## config.mk

```make
export PLATFORM = sky130hd
export DESIGN_NAME = mem_port_arbiter_flat
export DESIGN_NICKNAME = d
export VERILOG_FILES = /design/src/rtl/mem_port_arbiter_pkg.sv /design/src/rtl/mem_port_arbiter_if.sv /design/src/rtl/mem_port_arbiter_wait_counter.sv /design/src/rtl/mem_port_arbiter.sv /design/src/flat_wrapper.sv
export SDC_FILE = /design/constraint.sdc
export NUM_CORES = 1
export LEC_CHECK = 0
export ABC_AREA = 1
export BUFFER_PORTS_ARGS = -buffer_cell sky130_fd_sc_hd__buf_2
export CAP_MARGIN = 40
export CORE_ASPECT_RATIO = 1.5
export CORE_MARGIN = 3
export CORE_UTILIZATION = 40
export DETAILED_ROUTE_END_ITERATION = 6
export PLACE_DENSITY = 0.76
export RECOVER_POWER = 100
export SLEW_MARGIN = 20
export SYNTH_ARGS = -nofsm -noshare
export SYNTH_HDL_FRONTEND = slang
export SYNTH_SLANG_ARGS = --single-unit
```

## constraint.sdc

```tcl
create_clock -name clk -period 1.48 [get_ports clk]
set_input_delay 0 -clock clk [delete_from_list [all_inputs] [get_ports clk]]
set_output_delay 0 -clock clk [all_outputs]
set_load 0.01 [all_outputs]
```

## src/rtl/mem_port_arbiter_pkg.sv

```systemverilog
// Shared types for the fetch/data memory port arbiter.
package mem_port_arbiter_pkg;

  localparam int unsigned ADDR_W = 32;
  localparam int unsigned DATA_W = 32;
  localparam int unsigned CNT_W  = 3;

  typedef enum logic [1:0] {
    IDLE = 2'd0,
    ACC  = 2'd1,
    RESP = 2'd2
  } state_t;

  typedef enum logic {
    FETCH = 1'b0,
    DATA  = 1'b1
  } owner_t;

  // One granted transfer as seen at the grant edge
  typedef struct packed {
    owner_t             owner;
    logic               we;
    logic [ADDR_W-1:0]  addr;
    logic [DATA_W-1:0]  wdata;
  } xfer_t;

endpackage

```

## src/rtl/mem_port_arbiter_if.sv

```systemverilog
// Requester ports, shared-memory port and stall for the memory port arbiter.
interface mem_port_arbiter_if;
  import mem_port_arbiter_pkg::*;

  logic              if_req;
  logic [ADDR_W-1:0] if_addr;
  logic [DATA_W-1:0] if_rdata;
  logic              if_ack;

  logic              dm_req;
  logic              dm_we;
  logic [ADDR_W-1:0] dm_addr;
  logic [DATA_W-1:0] dm_wdata;
  logic [DATA_W-1:0] dm_rdata;
  logic              dm_ack;

  logic              mem_cs;
  logic              mem_oe;
  logic              mem_we;
  logic [ADDR_W-1:0] mem_addr;
  logic [DATA_W-1:0] mem_din;
  logic [DATA_W-1:0] mem_dout;

  logic              stall;

  // Arbiter side
  modport slave (
    input  if_req, if_addr, dm_req, dm_we, dm_addr, dm_wdata, mem_dout,
    output if_rdata, if_ack, dm_rdata, dm_ack,
    output mem_cs, mem_oe, mem_we, mem_addr, mem_din, stall
  );

  // Requester / memory side
  modport master (
    output if_req, if_addr, dm_req, dm_we, dm_addr, dm_wdata, mem_dout,
    input  if_rdata, if_ack, dm_rdata, dm_ack,
    input  mem_cs, mem_oe, mem_we, mem_addr, mem_din, stall
  );

endinterface

```

## src/rtl/mem_port_arbiter_wait_counter.sv

```systemverilog
// Access-cycle down-counter: load, decrement, zero flag.
module wait_counter
  import mem_port_arbiter_pkg::*;
(
  input  logic             clk,
  input  logic             reset,
  input  logic             load,
  input  logic [CNT_W-1:0] load_val,
  input  logic             dec,
  output logic             zero_c
);

  logic [CNT_W-1:0] count;

  // Load has priority; decrement saturates at zero
  always_ff @(posedge clk or negedge reset) begin
    if (!reset) begin
      count <= '0;
    end else if (load) begin
      count <= load_val;
    end else if (dec && (count != '0)) begin
      count <= count - CNT_W'(1);
    end
  end

  assign zero_c = (count == '0);

endmodule

```

## src/rtl/mem_port_arbiter.sv

```systemverilog
// Arbitrates one shared memory between instruction fetch and data load/store.
module mem_port_arbiter
  import mem_port_arbiter_pkg::*;
#(
  parameter int unsigned WAIT_CYCLES = 1
) (
  input  logic               clk,
  input  logic               reset,
  input  logic               en,
  mem_port_arbiter_if.slave  bus
);

  state_t state, state_nxt;
  owner_t own;
  logic   own_we;
  logic   grant;
  xfer_t  gnt_xfer;
  logic   cnt_zero_c;
  logic   cnt_dec;

  wait_counter u_wait (
    .clk      (clk),
    .reset    (reset),
    .load     (grant),
    .load_val (CNT_W'(WAIT_CYCLES - 1)),
    .dec      (cnt_dec),
    .zero_c   (cnt_zero_c)
  );

  assign cnt_dec = (state == ACC) && !cnt_zero_c;

  // State register
  always_ff @(posedge clk or negedge reset) begin
    if (!reset) state <= IDLE;
    else        state <= state_nxt;
  end

  // Next state and grant selection; data wins in IDLE, RESP only hands over
  always_comb begin
    state_nxt = state;
    grant     = 1'b0;
    gnt_xfer  = '0;
    case (state)
      IDLE: begin
        if (en && bus.dm_req) begin
          grant    = 1'b1;
          gnt_xfer = '{owner: DATA, we: bus.dm_we, addr: bus.dm_addr, wdata: bus.dm_wdata};
        end else if (en && bus.if_req) begin
          grant    = 1'b1;
          gnt_xfer = '{owner: FETCH, we: 1'b0, addr: bus.if_addr, wdata: '0};
        end
      end
      ACC: begin
        if (cnt_zero_c) state_nxt = RESP;
      end
      RESP: begin
        state_nxt = IDLE;
        if ((own == DATA) && en && bus.if_req) begin
          grant    = 1'b1;
          gnt_xfer = '{owner: FETCH, we: 1'b0, addr: bus.if_addr, wdata: '0};
        end else if ((own == FETCH) && en && bus.dm_req) begin
          grant    = 1'b1;
          gnt_xfer = '{owner: DATA, we: bus.dm_we, addr: bus.dm_addr, wdata: bus.dm_wdata};
        end
      end
      default: state_nxt = IDLE;
    endcase
    if (grant) state_nxt = ACC;
  end

  // Owner latch, read-data capture, acks and registered memory strobes
  always_ff @(posedge clk or negedge reset) begin
    if (!reset) begin
      own          <= FETCH;
      own_we       <= 1'b0;
      bus.if_rdata <= '0;
      bus.dm_rdata <= '0;
      bus.if_ack   <= 1'b0;
      bus.dm_ack   <= 1'b0;
      bus.mem_cs   <= 1'b1;
      bus.mem_oe   <= 1'b1;
      bus.mem_we   <= 1'b0;
      bus.mem_addr <= '0;
      bus.mem_din  <= '0;
    end else begin
      if (grant) begin
        own    <= gnt_xfer.owner;
        own_we <= gnt_xfer.we;
      end

      if ((state == ACC) && cnt_zero_c && !own_we) begin
        if (own == DATA) bus.dm_rdata <= bus.mem_dout;
        else             bus.if_rdata <= bus.mem_dout;
      end

      bus.if_ack <= (state_nxt == RESP) && (own == FETCH);
      bus.dm_ack <= (state_nxt == RESP) && (own == DATA);

      if (grant) begin
        bus.mem_cs   <= 1'b0;
        bus.mem_oe   <= gnt_xfer.we;
        bus.mem_we   <= gnt_xfer.we;
        bus.mem_addr <= gnt_xfer.addr;
        if (gnt_xfer.we) bus.mem_din <= gnt_xfer.wdata;
      end else if (state_nxt != ACC) begin
        bus.mem_cs <= 1'b1;
        bus.mem_oe <= 1'b1;
        bus.mem_we <= 1'b0;
      end
    end
  end

  // PC hold while any request is still outstanding
  assign bus.stall = (bus.if_req & ~bus.if_ack) | (bus.dm_req & ~bus.dm_ack);

endmodule

```

## src/flat_wrapper.sv

```systemverilog
// flat-port wrapper written by rule: the top's interface ports become plain ports
module mem_port_arbiter_flat import mem_port_arbiter_pkg::*;
#(
  parameter int unsigned WAIT_CYCLES = 1
)
  (clk, reset, en, bus_if_req, bus_if_addr, bus_dm_req, bus_dm_we, bus_dm_addr, bus_dm_wdata, bus_mem_dout, bus_if_rdata, bus_if_ack, bus_dm_rdata, bus_dm_ack, bus_mem_cs, bus_mem_oe, bus_mem_we, bus_mem_addr, bus_mem_din, bus_stall);
  mem_port_arbiter_if bus_i ();
  input  logic clk;
  input  logic reset;
  input  logic en;
  input wire logic [$bits(bus_i.if_req)-1:0] bus_if_req;
  input wire logic [$bits(bus_i.if_addr)-1:0] bus_if_addr;
  input wire logic [$bits(bus_i.dm_req)-1:0] bus_dm_req;
  input wire logic [$bits(bus_i.dm_we)-1:0] bus_dm_we;
  input wire logic [$bits(bus_i.dm_addr)-1:0] bus_dm_addr;
  input wire logic [$bits(bus_i.dm_wdata)-1:0] bus_dm_wdata;
  input wire logic [$bits(bus_i.mem_dout)-1:0] bus_mem_dout;
  output wire logic [$bits(bus_i.if_rdata)-1:0] bus_if_rdata;
  output wire logic [$bits(bus_i.if_ack)-1:0] bus_if_ack;
  output wire logic [$bits(bus_i.dm_rdata)-1:0] bus_dm_rdata;
  output wire logic [$bits(bus_i.dm_ack)-1:0] bus_dm_ack;
  output wire logic [$bits(bus_i.mem_cs)-1:0] bus_mem_cs;
  output wire logic [$bits(bus_i.mem_oe)-1:0] bus_mem_oe;
  output wire logic [$bits(bus_i.mem_we)-1:0] bus_mem_we;
  output wire logic [$bits(bus_i.mem_addr)-1:0] bus_mem_addr;
  output wire logic [$bits(bus_i.mem_din)-1:0] bus_mem_din;
  output wire logic [$bits(bus_i.stall)-1:0] bus_stall;
  assign bus_i.if_req = bus_if_req;
  assign bus_i.if_addr = bus_if_addr;
  assign bus_i.dm_req = bus_dm_req;
  assign bus_i.dm_we = bus_dm_we;
  assign bus_i.dm_addr = bus_dm_addr;
  assign bus_i.dm_wdata = bus_dm_wdata;
  assign bus_i.mem_dout = bus_mem_dout;
  assign bus_if_rdata = bus_i.if_rdata;
  assign bus_if_ack = bus_i.if_ack;
  assign bus_dm_rdata = bus_i.dm_rdata;
  assign bus_dm_ack = bus_i.dm_ack;
  assign bus_mem_cs = bus_i.mem_cs;
  assign bus_mem_oe = bus_i.mem_oe;
  assign bus_mem_we = bus_i.mem_we;
  assign bus_mem_addr = bus_i.mem_addr;
  assign bus_mem_din = bus_i.mem_din;
  assign bus_stall = bus_i.stall;
  mem_port_arbiter #(.WAIT_CYCLES(WAIT_CYCLES)) u_core (.clk(clk), .reset(reset), .en(en), .bus(bus_i));
endmodule
```

==> impl_metrics.ini <==
[run_status]
run_status = complete, but fails checks
failed_checks = negative setup slack

[place]
placed_cells = 1313
final_weighted_congestion_of_routability_driven_global_placement = 0.8190
post-dp-hpwl_um = 14660
place_ws_ns = -0.08568
number_of_buffers_inserted_by_port_buffering = 267

[cts]
clk_transition_reported_paths_ns = 0.07
numCtsBuffers = 17
cts.htree.levels = 4
tritoncts = built
cts.root.buffer_cell = sky130_fd_sc_hd__clkbuf_16
clock_latency_ns = 0.42
cts_max_path_buffers = 2
clkSinkCount = 140

[timing]
final_hold_viol_count = 0
clock.fmax_ghz = 0.6181
setup_repair_after_global_routing_missed_its_margin = true
finalSetupViolCount = 66
max_slew.worst_pin.slew_ns = 1.115
slew-limit-headroom = 0.2569
final_period_minus_worst_setup_slack_ns = 1.618
setup_ws_final_ns = -0.1379
final_min_period_over_clock_period = 1.093
finalMaxSlewViolations = 0
timing.hold.ws_ns = 0.02184
finClkSkew_ns = 0.01482

[logic_synthesis]
synth_sequential_area_ratio = 0.5199
synthesis.instances = 867
synth-seq-cells = 140
yosysUniqueCellTypes = 21
synth-warning-count = 0
synth_area_per_cell_sq_um = 7.777
synth_area_sq_mm = 0.006743
mappedNetlistNets = 1003

[power_and_ir_drop]
p_per_area_mw_per_mm2 = 1797
power_switching_share = 0.4232
p_comb_frac = 0.428
switchingPower_uw = 8135
seqPwrFrac = 0.356
power_report.internal_total_uw = 11090
power_uw = 19220
leakage_power_uw = 0.005525
clkPwrFrac = 0.216
peakVddDrop_mv = 0.9784

[die]
fp.coreArea_sq_mm = 0.01633
initial_utilization = 0.4129
ioPinCount = 268
rows = 57
die_area_sq_mm = 0.01848
die_w_um = 112.0
chipHeight_um = 165.0

[global_route]
grt_start_max_net_pins = 68
grt_usage = 0.2589
first_pass_grt_wire_length_um = 38510
grt.overflow.total = 0
first_global_vias = 7860
grt_antenna_before_repair = 1

[drt]
wire_length_per_cell_um = 17.12
drt-met1-wl_um = 9372
met3RoutedLength_um = 1700
detailedRoute.firstIterationViolations = 734
wire_length_after_detailed_routing_um = 25470
antenna_violating_nets_post_route = 0
route.vias.total = 7695
drc = 0
post_drt_via_cell_ratio = 5.171
drt_pass1_iterations = 5
routed-wl-met2_um = 13370
top_layer_used = met4

[hold_path]
worst_hold_path_type = input pin to register

[worst_setup_path]
cp-end-kind = register
worst-setup-path-type = register to register
cp_max_delay_cell = sky130_fd_sc_hd__dfrtp_1
cp.arrival_ns = 1.96
critical_path.max_fanout = 8
critPathRequiredTime_ns = 1.82
crit_chain = inv_2 > ha_4 > ha_4 > nand2_2 > buf_6 > nor3_4 > buf_12 > buf_12 > nand2_1 > nand2_1
cp-start-kind = register
crit_path_max_incr_delay_ns = 0.40

[finish]
fin_nets = 1404
post_route_cells_drive_above_1_share = 0.2514
areaGrowthSynthToFinish_pct = 58.69
layout.filler_cells = 1336
final_cells = 1488

[run]
maxCapViolCount = 0
## cell type report
class | instances | area, sq um | share of cell area
Clock buffer | 17 | 425.4 | 0.03976
Tap cell | 206 | 257.7 | 0.02409
Multi-Input combinational cell | 592 | 3007 | 0.2810
Sequential cell | 140 | 3506 | 0.3276
Clock inverter | 15 | 148.9 | 0.01391
Timing Repair Buffer | 441 | 3065 | 0.2865
Inverter | 76 | 287.8 | 0.02689
Antenna cell | 1 | 2.502 | 0.0002339
## cells by family (layout without fill, tap and decap cells)
family,after synthesis,count (layout),share of synthesized area
AOI/OAI and AO/OA,70,70,0.05400
adders and majority gates,2,2,0.003711
buffers and inverters,135,549,0.08276
DFF,140,140,0.5199
other,0,1,0
and+or+nand+nor,520,520,0.3396
## flip-flops by register name (all words and copies together) (netlist names)
register and count:
u_core.bus.dm_ack 1, u_core.bus.dm_rdata 32, u_core.bus.if_ack 1, u_core.bus.if_rdata 32, u_core.bus.mem_addr 32, u_core.bus.mem_cs 1, u_core.bus.mem_din 32, u_core.bus.mem_oe 1
u_core.bus.mem_we 1, u_core.own 1, u_core.own_we 1, u_core.state 2, u_core.u_wait.count 3
## per-layer routing
layer	GRT usage	vias to the layer above
li1	-	3587
met1	0.2966	3590
met2	0.4662	426
met3	0.04472	92
met4	0.1274	0
met5	0	-
## power by group through the flow
stage	registers (uW)	clock network (uW)	logic [uW]
6_report	6850	4150	8230
5_1_grt	7070	4410	9020
4_1_cts	6720	4220	8060
3_5_place_dp	6760	0	7560
3_3_place_gp	6720	0	7410
2_1_floorplan	7580	0	3110
## layout by cell type, fill, tap and decap left out, drive strengths merged, types with 5 or more instances in the layout
cell / count
o21ai: 64
inv: 85
nand2: 318
clkbuf: 155
buf: 173
or2: 28
dlygate4sd3: 130
o21a: 5
nand3: 130
nand4: 35
dfrtp: 138
nor2: 7
## per-stage QoR
step | utilization | instance area [sq um] | TNS [ns]
after floorplan | - | 6743 | 0
after global placement | 0.5183 | 8466 | -0.1339
after detailed placement | 0.5183 | 8466 | -3.642
after CTS | 0.6428 | 10500 | -1.155
after global routing | 0.6552 | 10700 | -9.835
final | 0.6552 | 10700 | -5.117
## final timing paths
kind	startpoint	end	slack (ns)	cells after the start
min	bus_if_req	u_core.bus.mem_addr[4]$_DFFE_PN0P_	0.02	5
min reg2reg	u_core.bus.if_rdata[21]$_DFFE_PN0P_	u_core.bus.if_rdata[21]$_DFFE_PN0P_	0.47	2
max	u_core.u_wait.count[1]$_DFFE_PN0P_	u_core.bus.dm_rdata[16]$_DFFE_PN0P_	-0.14	10
max reg2reg	u_core.u_wait.count[1]$_DFFE_PN0P_	u_core.bus.dm_rdata[16]$_DFFE_PN0P_	-0.14	10
min in group asynchronous	reset	u_core.bus.mem_addr[7]$_DFFE_PN0P_	0.33	2
max in group asynchronous	reset	u_core.bus.mem_oe$_DFFE_PN1P_	0.22	3
## what timing repair did
item                                    in CTS  in global routing
endpoints found under the setup margin      64                 99
resized for setup                           26                 82
pin swaps                                    0                 19
hold buffers                               130                  0
gates cloned                                 2                  4
setup buffers                                2                  4
hold endpoints to repair                   267                  0
## critical path: cells and delay by family (launching register included)
kind | cells | cell delay (ns)
DFF | 1 | 0.40
adders and majority gates | 2 | 0.25
buffers and inverters | 4 | 0.50
and+or+nand+nor | 4 | 0.39
## synth_stat cells
cell	number	area, sq um
sky130_fd_sc_hd__inv_1	74	277.8
sky130_fd_sc_hd__nor3_2	2	20.02
sky130_fd_sc_hd__o22ai_1	1	6.260
sky130_fd_sc_hd__nand2_1	318	1194
sky130_fd_sc_hd__buf_1	7	26.28
sky130_fd_sc_hd__or2_2	28	175.2
sky130_fd_sc_hd__ha_1	2	25.02
sky130_fd_sc_hd__o21ai_1	1	5.000
sky130_fd_sc_hd__dfrtp_1	138	3453
sky130_fd_sc_hd__buf_6	1	11.26
sky130_fd_sc_hd__clkbuf_1	24	90.09
sky130_fd_sc_hd__dfstp_2	2	52.55
sky130_fd_sc_hd__o21a_1	5	37.54
sky130_fd_sc_hd__inv_2	2	7.510
sky130_fd_sc_hd__nor2_1	7	26.28
sky130_fd_sc_hd__nand4_1	35	219.0
sky130_fd_sc_hd__o21ai_0	63	315.3
sky130_fd_sc_hd__buf_4	4	30.03
sky130_fd_sc_hd__nand3_1	129	645.6
sky130_fd_sc_hd__buf_2	23	115.1
sky130_fd_sc_hd__nand3_2	1	10.01
Power figures use the tool's default switching activity.
